### config.mk
export PLATFORM = sky130hd
export DESIGN_NAME = fnd_time_mux
export DESIGN_NICKNAME = d
export VERILOG_FILES = /design/src/rtl/fnd_pkg.sv /design/src/rtl/fnd_seg_decoder.sv /design/src/rtl/fnd_time_mux.sv
export SDC_FILE = /design/constraint.sdc
export NUM_CORES = 1
export LEC_CHECK = 0
export ABC_AREA = 1
export CAP_MARGIN = 25
export CORE_MARGIN = 8
export CORE_UTILIZATION = 44
export DETAILED_ROUTE_END_ITERATION = 8
export PLACE_DENSITY = 0.7
export SYNTH_ARGS = -nofsm -noshare
export SYNTH_HDL_FRONTEND = slang
export SYNTH_HIERARCHICAL = 1
export SYNTH_SLANG_ARGS = --single-unit
### constraint.sdc
create_clock -name iClk -period 8.85 [get_ports iClk]
set_input_delay 1.77 -clock iClk [delete_from_list [all_inputs] [get_ports iClk]]
set_output_delay 1.77 -clock iClk [all_outputs]
set_load 0.02 [all_outputs]
### src/rtl/fnd_pkg.sv
// Shared constants and helpers for the seven-segment time display.
package fnd_pkg;

   // Active-low segment codes, bit order {dp,g,f,e,d,c,b,a}
   localparam logic [7:0] SEG_0     = 8'hC0;
   localparam logic [7:0] SEG_1     = 8'hF9;
   localparam logic [7:0] SEG_2     = 8'hA4;
   localparam logic [7:0] SEG_3     = 8'hB0;
   localparam logic [7:0] SEG_4     = 8'h99;
   localparam logic [7:0] SEG_5     = 8'h92;
   localparam logic [7:0] SEG_6     = 8'h82;
   localparam logic [7:0] SEG_7     = 8'hF8;
   localparam logic [7:0] SEG_8     = 8'h80;
   localparam logic [7:0] SEG_9     = 8'h90;
   localparam logic [7:0] SEG_DASH  = 8'hBF;
   localparam logic [7:0] SEG_BLANK = 8'hFF;

   // Out-of-range digit marker; the decoder renders any non-BCD code as a dash
   localparam logic [3:0] BCD_DASH = 4'hA;

   typedef enum logic {
      VIEW_HM = 1'b0,
      VIEW_SC = 1'b1
   } view_t;

   typedef enum logic [1:0] {
      SET_NONE = 2'b00,
      SET_MIN  = 2'b01,
      SET_HOUR = 2'b10
   } set_t;

   // Active-low anode patterns, digit 0 is the rightmost
   localparam logic [3:0] COM_OFF = 4'b1111;
   localparam logic [3:0] COM_D0  = 4'b1110;
   localparam logic [3:0] COM_D1  = 4'b1101;
   localparam logic [3:0] COM_D2  = 4'b1011;
   localparam logic [3:0] COM_D3  = 4'b0111;

   typedef struct packed {
      view_t      view;
      set_t       set;
      logic [6:0] msec;
      logic [5:0] sec;
      logic [5:0] min;
      logic [4:0] hour;
   } snap_t;

   function automatic logic [3:0] com_pattern(input logic [1:0] idx);
      logic [3:0] pat;
      case (idx)
         2'd0:    pat = COM_D0;
         2'd1:    pat = COM_D1;
         2'd2:    pat = COM_D2;
         default: pat = COM_D3;
      endcase
      return pat;
   endfunction

   // The unused 2'b11 encoding behaves like normal display
   function automatic set_t set_norm(input logic [1:0] raw);
      set_t s;
      case (raw)
         2'b01:   s = SET_MIN;
         2'b10:   s = SET_HOUR;
         default: s = SET_NONE;
      endcase
      return s;
   endfunction

   // Returns {tens, ones}; values of 100 and above show as two dashes
   function automatic logic [7:0] bcd_pair(input logic [6:0] v);
      logic [7:0] pair;
      if (v >= 7'd100) begin
         pair = {BCD_DASH, BCD_DASH};
      end else begin
         pair = {4'(v / 7'd10), 4'(v % 7'd10)};
      end
      return pair;
   endfunction

endpackage

### src/rtl/fnd_seg_decoder.sv
// BCD digit plus decimal-point flag to active-low seven-segment pattern.
module fnd_seg_decoder
   import fnd_pkg::*;
(
   input  logic [3:0] bcd,
   input  logic       dp,
   output logic [7:0] seg
);

   // Digit lookup, then clear the dp bit when requested
   always_comb begin
      seg = SEG_DASH;
      case (bcd)
         4'd0:    seg = SEG_0;
         4'd1:    seg = SEG_1;
         4'd2:    seg = SEG_2;
         4'd3:    seg = SEG_3;
         4'd4:    seg = SEG_4;
         4'd5:    seg = SEG_5;
         4'd6:    seg = SEG_6;
         4'd7:    seg = SEG_7;
         4'd8:    seg = SEG_8;
         4'd9:    seg = SEG_9;
         default: seg = SEG_DASH;
      endcase
      if (dp) begin
         seg[7] = 1'b0;
      end
   end

endmodule

### src/rtl/fnd_time_mux.sv
// Scanning 4-digit common-anode display driver for the clock's time fields.
// Inputs are snapshotted once per frame; digits are drawn from the snapshot.
module fnd_time_mux
   import fnd_pkg::*;
#(
   parameter int unsigned P_SCAN_DIV    = 100_000,
   parameter int unsigned P_BLINK_TICKS = 50
) (
   input  logic       iClk,
   input  logic       iRst,
   input  logic       iView,
   input  logic [1:0] iSet,
   input  logic [6:0] imSec,
   input  logic [5:0] iSec,
   input  logic [5:0] iMin,
   input  logic [4:0] iHour,
   input  logic       imSec_Tick,
   output logic [3:0] oFnd_Com,
   output logic [7:0] oFnd_Data
);

   localparam int unsigned SCAN_W  = (P_SCAN_DIV > 1) ? $clog2(P_SCAN_DIV) : 1;
   localparam int unsigned BLINK_W = (P_BLINK_TICKS > 1) ? $clog2(P_BLINK_TICKS) : 1;
   localparam logic [SCAN_W-1:0]  SCAN_LAST  = SCAN_W'(P_SCAN_DIV - 1);
   localparam logic [BLINK_W-1:0] BLINK_LAST = BLINK_W'(P_BLINK_TICKS - 1);

   logic [SCAN_W-1:0]  scan_cnt;
   logic [1:0]         digit_idx;
   logic               scan_wrap;
   logic               frame_end;

   snap_t              snap;

   logic [BLINK_W-1:0] blink_cnt;
   logic               blink_phase;
   set_t               set_prev;
   set_t               set_live;
   logic               set_entry;

   logic [6:0]         hi_val;
   logic [6:0]         lo_val;
   logic [7:0]         hi_bcd;
   logic [7:0]         lo_bcd;
   logic [3:0]         cur_bcd;
   logic               dp_on;
   logic               blank;
   logic [7:0]         seg_code;

   assign scan_wrap = (scan_cnt == SCAN_LAST);
   assign frame_end = scan_wrap && (digit_idx == 2'd3);
   assign set_live  = set_norm(iSet);
   assign set_entry = (set_prev == SET_NONE) && (set_live != SET_NONE);

   // Digit slot timer and digit index
   always_ff @(posedge iClk or posedge iRst) begin
      if (iRst) begin
         scan_cnt  <= '0;
         digit_idx <= 2'd0;
      end else if (scan_wrap) begin
         scan_cnt  <= '0;
         digit_idx <= digit_idx + 2'd1;
      end else begin
         scan_cnt  <= scan_cnt + SCAN_W'(1);
      end
   end

   // Capture all display inputs at the frame boundary so a frame never tears
   always_ff @(posedge iClk or posedge iRst) begin
      if (iRst) begin
         snap <= '0;
      end else if (frame_end) begin
         snap.view <= view_t'(iView);
         snap.set  <= set_live;
         snap.msec <= imSec;
         snap.sec  <= iSec;
         snap.min  <= iMin;
         snap.hour <= iHour;
      end
   end

   // Blink timer; entering set mode restarts it visible, winning over a tick
   always_ff @(posedge iClk or posedge iRst) begin
      if (iRst) begin
         blink_cnt   <= '0;
         blink_phase <= 1'b1;
         set_prev    <= SET_NONE;
      end else begin
         set_prev <= set_live;
         if (set_entry) begin
            blink_cnt   <= '0;
            blink_phase <= 1'b1;
         end else if (imSec_Tick) begin
            if (blink_cnt == BLINK_LAST) begin
               blink_cnt   <= '0;
               blink_phase <= ~blink_phase;
            end else begin
               blink_cnt   <= blink_cnt + BLINK_W'(1);
            end
         end
      end
   end

   // Pick the left/right field pair for the snapshot's view
   always_comb begin
      hi_val = '0;
      lo_val = '0;
      if (snap.view == VIEW_SC) begin
         hi_val = {1'b0, snap.sec};
         lo_val = snap.msec;
      end else begin
         hi_val = {2'b00, snap.hour};
         lo_val = {1'b0, snap.min};
      end
   end

   assign hi_bcd = bcd_pair(hi_val);
   assign lo_bcd = bcd_pair(lo_val);

   // Per-digit value, decimal point and set-mode blanking
   always_comb begin
      cur_bcd = lo_bcd[3:0];
      dp_on   = 1'b0;
      blank   = 1'b0;
      case (digit_idx)
         2'd0:    cur_bcd = lo_bcd[3:0];
         2'd1:    cur_bcd = lo_bcd[7:4];
         2'd2: begin
            cur_bcd = hi_bcd[3:0];
            dp_on   = (snap.view == VIEW_SC) || blink_phase;
         end
         default: cur_bcd = hi_bcd[7:4];
      endcase
      if ((snap.view == VIEW_HM) && !blink_phase) begin
         if ((snap.set == SET_HOUR) && digit_idx[1]) begin
            blank = 1'b1;
         end
         if ((snap.set == SET_MIN) && !digit_idx[1]) begin
            blank = 1'b1;
         end
      end
   end

   fnd_seg_decoder u_seg_decoder (
      .bcd (cur_bcd),
      .dp  (dp_on),
      .seg (seg_code)
   );

   // Registered pin drivers; anode keeps scanning even while a digit is blanked
   always_ff @(posedge iClk or posedge iRst) begin
      if (iRst) begin
         oFnd_Com  <= COM_OFF;
         oFnd_Data <= SEG_BLANK;
      end else begin
         oFnd_Com  <= com_pattern(digit_idx);
         oFnd_Data <= blank ? SEG_BLANK : seg_code;
      end
   end

endmodule

==> flow_summary_export.csv <==
group,metric,value,unit
status,status,"completed",
clock_tree,cts_max_path_buffers,2,
clock_tree,cts-hold-fix-buffers,0,
synthesis,syn_avg_cell_area,8.16,um^2
timing,finalSetupTns,0,ns
timing,grt_setup_unrepaired,"no",
setup_path,cpMaxStageDelayCell,"dfrtp_1",
grt,grt_pass1_wl,14500,um
floorplan,die_y,113,um
synthesis,syn-cell-area,4170,um^2
setup_path,cp.arrival,4.95,ns
synthesis,synth_fp_nets,564,
pwr,p_sw_share,31.6,%
layout,antenna_cells,0,
pwr,clkPwrFrac,27.5,%
pwr,switchingPower,0.258,mW
synthesis,synth-seq-cells,67,
synthesis,synth_top_cell_by_area,"dfrtp_1",
setup_path,critPathLaunch,"snap[26]",
floorplan,die_area,12800,um^2
pwr,power_frac_seq,44.1,%
layout,final_cell_area,4860,um^2
detailed_routing,drtIter0Drc,173,
detailed_routing,vias,3313,
setup_path,cp-end-kind,"flop",
pwr,ir_worst_vdd,0.0923,mV
clock_tree,cts_tree,"done",
timing,tightest_slew,0.812,ns
detailed_routing,drt_pre_antenna_iters,4,
layout,area_growth,16.5,%
timing,final.setup_skew,0.00976,ns
timing,whs,0.456,ns
synthesis,synth.most_common_cell,"nand2_1",
timing,fmax,0.213,GHz
floorplan,die_x,113,um
synthesis,synth_top_cells_by_count,"nand2_1 (125), inv_1 (89), dfrtp_1 (54)",
placed_design,io_buffer_count,41,
job,max_cap_violations,0,
clock_tree,clock_latency,0.34,ns
grt,grt_max_degree,68,
timing,slew_headroom,45.9,%
setup_path,cp_common_cell,"nand2_1",
detailed_routing,wl,8140,um
setup_path,worstReg2RegStart,"snap[26]",
synthesis,synth_top_area_share,32.4,%
synthesis,yosysSeqAreaShare,40.6,%
placed_design,gp_congestion,0.870,
pwr,comb_power_share,28.4,%
setup_path,crit_required,9.11,ns
min_path,worstHoldPathType,"reg -> reg",
floorplan,rows,35,
floorplan,initial_utilization,45.3,%
setup_path,slowest_delay,0.87,ns
grt,grt_usage,13.7,%
floorplan,io_pins,42,
grt,grt_overflow,0,
clock_tree,root_buffer,"clkbuf_8",
detailed_routing,drtAntennaViolNets,0,
layout,utilization,52.8,%
timing,timing.final.crit_period,4.69,ns
min_path,min_from,"scan_cnt[0]",
pwr,power_leakage,2.44,nW
synthesis,ys_top_cells_by_area,"dfrtp_1 (32%), nand2_1 (11%), dfstp_2 (8.2%), inv_1 (8.0%), mux2_2 (7.3%)",
detailed_routing,routedWlPerCell,12.0,um
timing,finalHoldViolCount,0,
placed_design,hpwl,6350,um
synthesis,synthCells,511,
setup_path,start_kind,"flop",
clock_tree,clock_sinks,67,
timing,finalWorstSetupSlack,4.16,ns
synthesis,synth_edf_count,0,
floorplan,core,9200,um^2
clock_tree,clk_pin_slew,0.07,ns
layout,nNetsFinal,613,
grt,grt_pass1_vias,3390,
synthesis,yosys_warnings,6,
grt,antenna_found_initial,0,
setup_path,crit_path_max_fanout,22,
clock_tree,cts_made_buffers,9,
pwr,powerDensity,168,nW/um^2
synthesis,synthArstFlopShare,100,%
clock_tree,cts_resized,0,
layout,drive_above_1_share,17.5,%
detailed_routing,via_per_inst,4.90,
clock_tree,postCtsSetupRepairBufs,0,
pwr,power.internal,0.558,mW
placed_design,pre_cts_slack,4.19,ns
timing,fin_crit_sh,53.0,%
detailed_routing,drc,0,
placed_design,place_area,4680,um^2
synthesis,synth_flop_cell,"dfrtp_1",
timing,finalSetupViolations,0,
synthesis,ys_types,42,
clock_tree,htree_levels,3,
setup_path,worstSetupPathType,"reg -> reg",
timing,final_max_slew_viol_count,0,
## power by group through the flow
stage | logic (mW) | clock network, mW | registers [mW]
2_1_floorplan | 0.142 | 0 | 0.383
3_3_place_gp | 0.225 | 0 | 0.366
3_5_place_dp | 0.232 | 0 | 0.367
4_1_cts | 0.233 | 0.234 | 0.361
5_1_grt | 0.260 | 0.249 | 0.365
6_report | 0.232 | 0.224 | 0.360
## cell usage in the layout, fill, tap and decap left out, drive strengths merged, types with 2 or more instances in the layout
cell type      Yosys  final
o21a               4      4
clkdlybuf4s50      0     41
a31oi              2      2
dfstp             13     13
nor2              45     45
nor3               8      8
xor2               2      2
inv               95     95
nor4               2      2
a21oi             16     16
clkinv             1      3
mux2              27     27
ha                23     23
o211ai             5      5
nand4             10     10
o21ai             17     17
nand3             37     37
or2                3      3
and3               2      2
clkbuf             0     14
nand2            138    138
dfrtp             54     54
## worst paths after layout
path / slack, ns / end / depth (start not counted)
worst max-delay path: 4.16 / oFnd_Data[3] / 31
worst min-delay path: 0.46 / scan_cnt[0] / 1
worst max register to register: 4.16 / oFnd_Data[3] / 31
worst min register to register: 0.46 / scan_cnt[0] / 1
max in group asynchronous: 6.33 / blink_cnt[2] / 3
min in group asynchronous: 2.00 / scan_cnt[13] / 3
## metal layers
layer,global-route usage (%),wire (um),vias to the layer above
li1,-,-,1721
met1,14.5,3480,1543
met2,25.3,4250,38
met3,3.89,274,11
met4,5.06,133,0
met5,0,0,-
## through the flow
step,std cells,total power [mW]
floorplan,511,0.525
finish,676,0.816
global route,676,0.874
detailed placement,660,0.598
CTS,676,0.828
global placement,660,0.591
## state kept, by name, indices dropped and copies added (netlist names)
| signal | cells |
|---|---|
| snap | 27 |
| scan_cnt | 17 |
| blink_cnt | 6 |
| blink_phase | 1 |
| oFnd_Com | 4 |
| digit_idx | 2 |
| set_prev | 2 |
| oFnd_Data | 8 |
## layout make-up
cell class	count	area, um^2
Sequential cell	67	1690
Clock inverter	2	10.0
Timing Repair Buffer	42	418
Clock buffer	14	163
Tap cell	111	139
Fill cell	899	4340
Inverter	96	360
Multi-Input combinational cell	344	2070
## critical path: cells and delay by family (launching register included)
family                     cells  cell delay (ns)
and+or+nand+nor               21             1.81
adders and majority gates      4             0.97
DFF                            1             0.87
AOI/OAI and AO/OA              2             0.47
buffers and inverters          4             0.46
## kinds of logic (layout without fill, tap and decap cells)
| family | count (synthesis) | in the layout | share of synthesized area [%] |
|---|---|---|---|
| and+or+nand+nor | 246 | 246 | 27.4 |
| AOI/OAI and AO/OA | 46 | 46 | 7.75 |
| adders and majority gates | 23 | 23 | 6.90 |
| xor gates and xnor gates | 2 | 2 | 0.420 |
| muxes | 27 | 27 | 7.30 |
| buffers and inverters | 100 | 154 | 9.64 |
| DFF | 67 | 67 | 40.6 |
(Power assumes the default switching activity.)
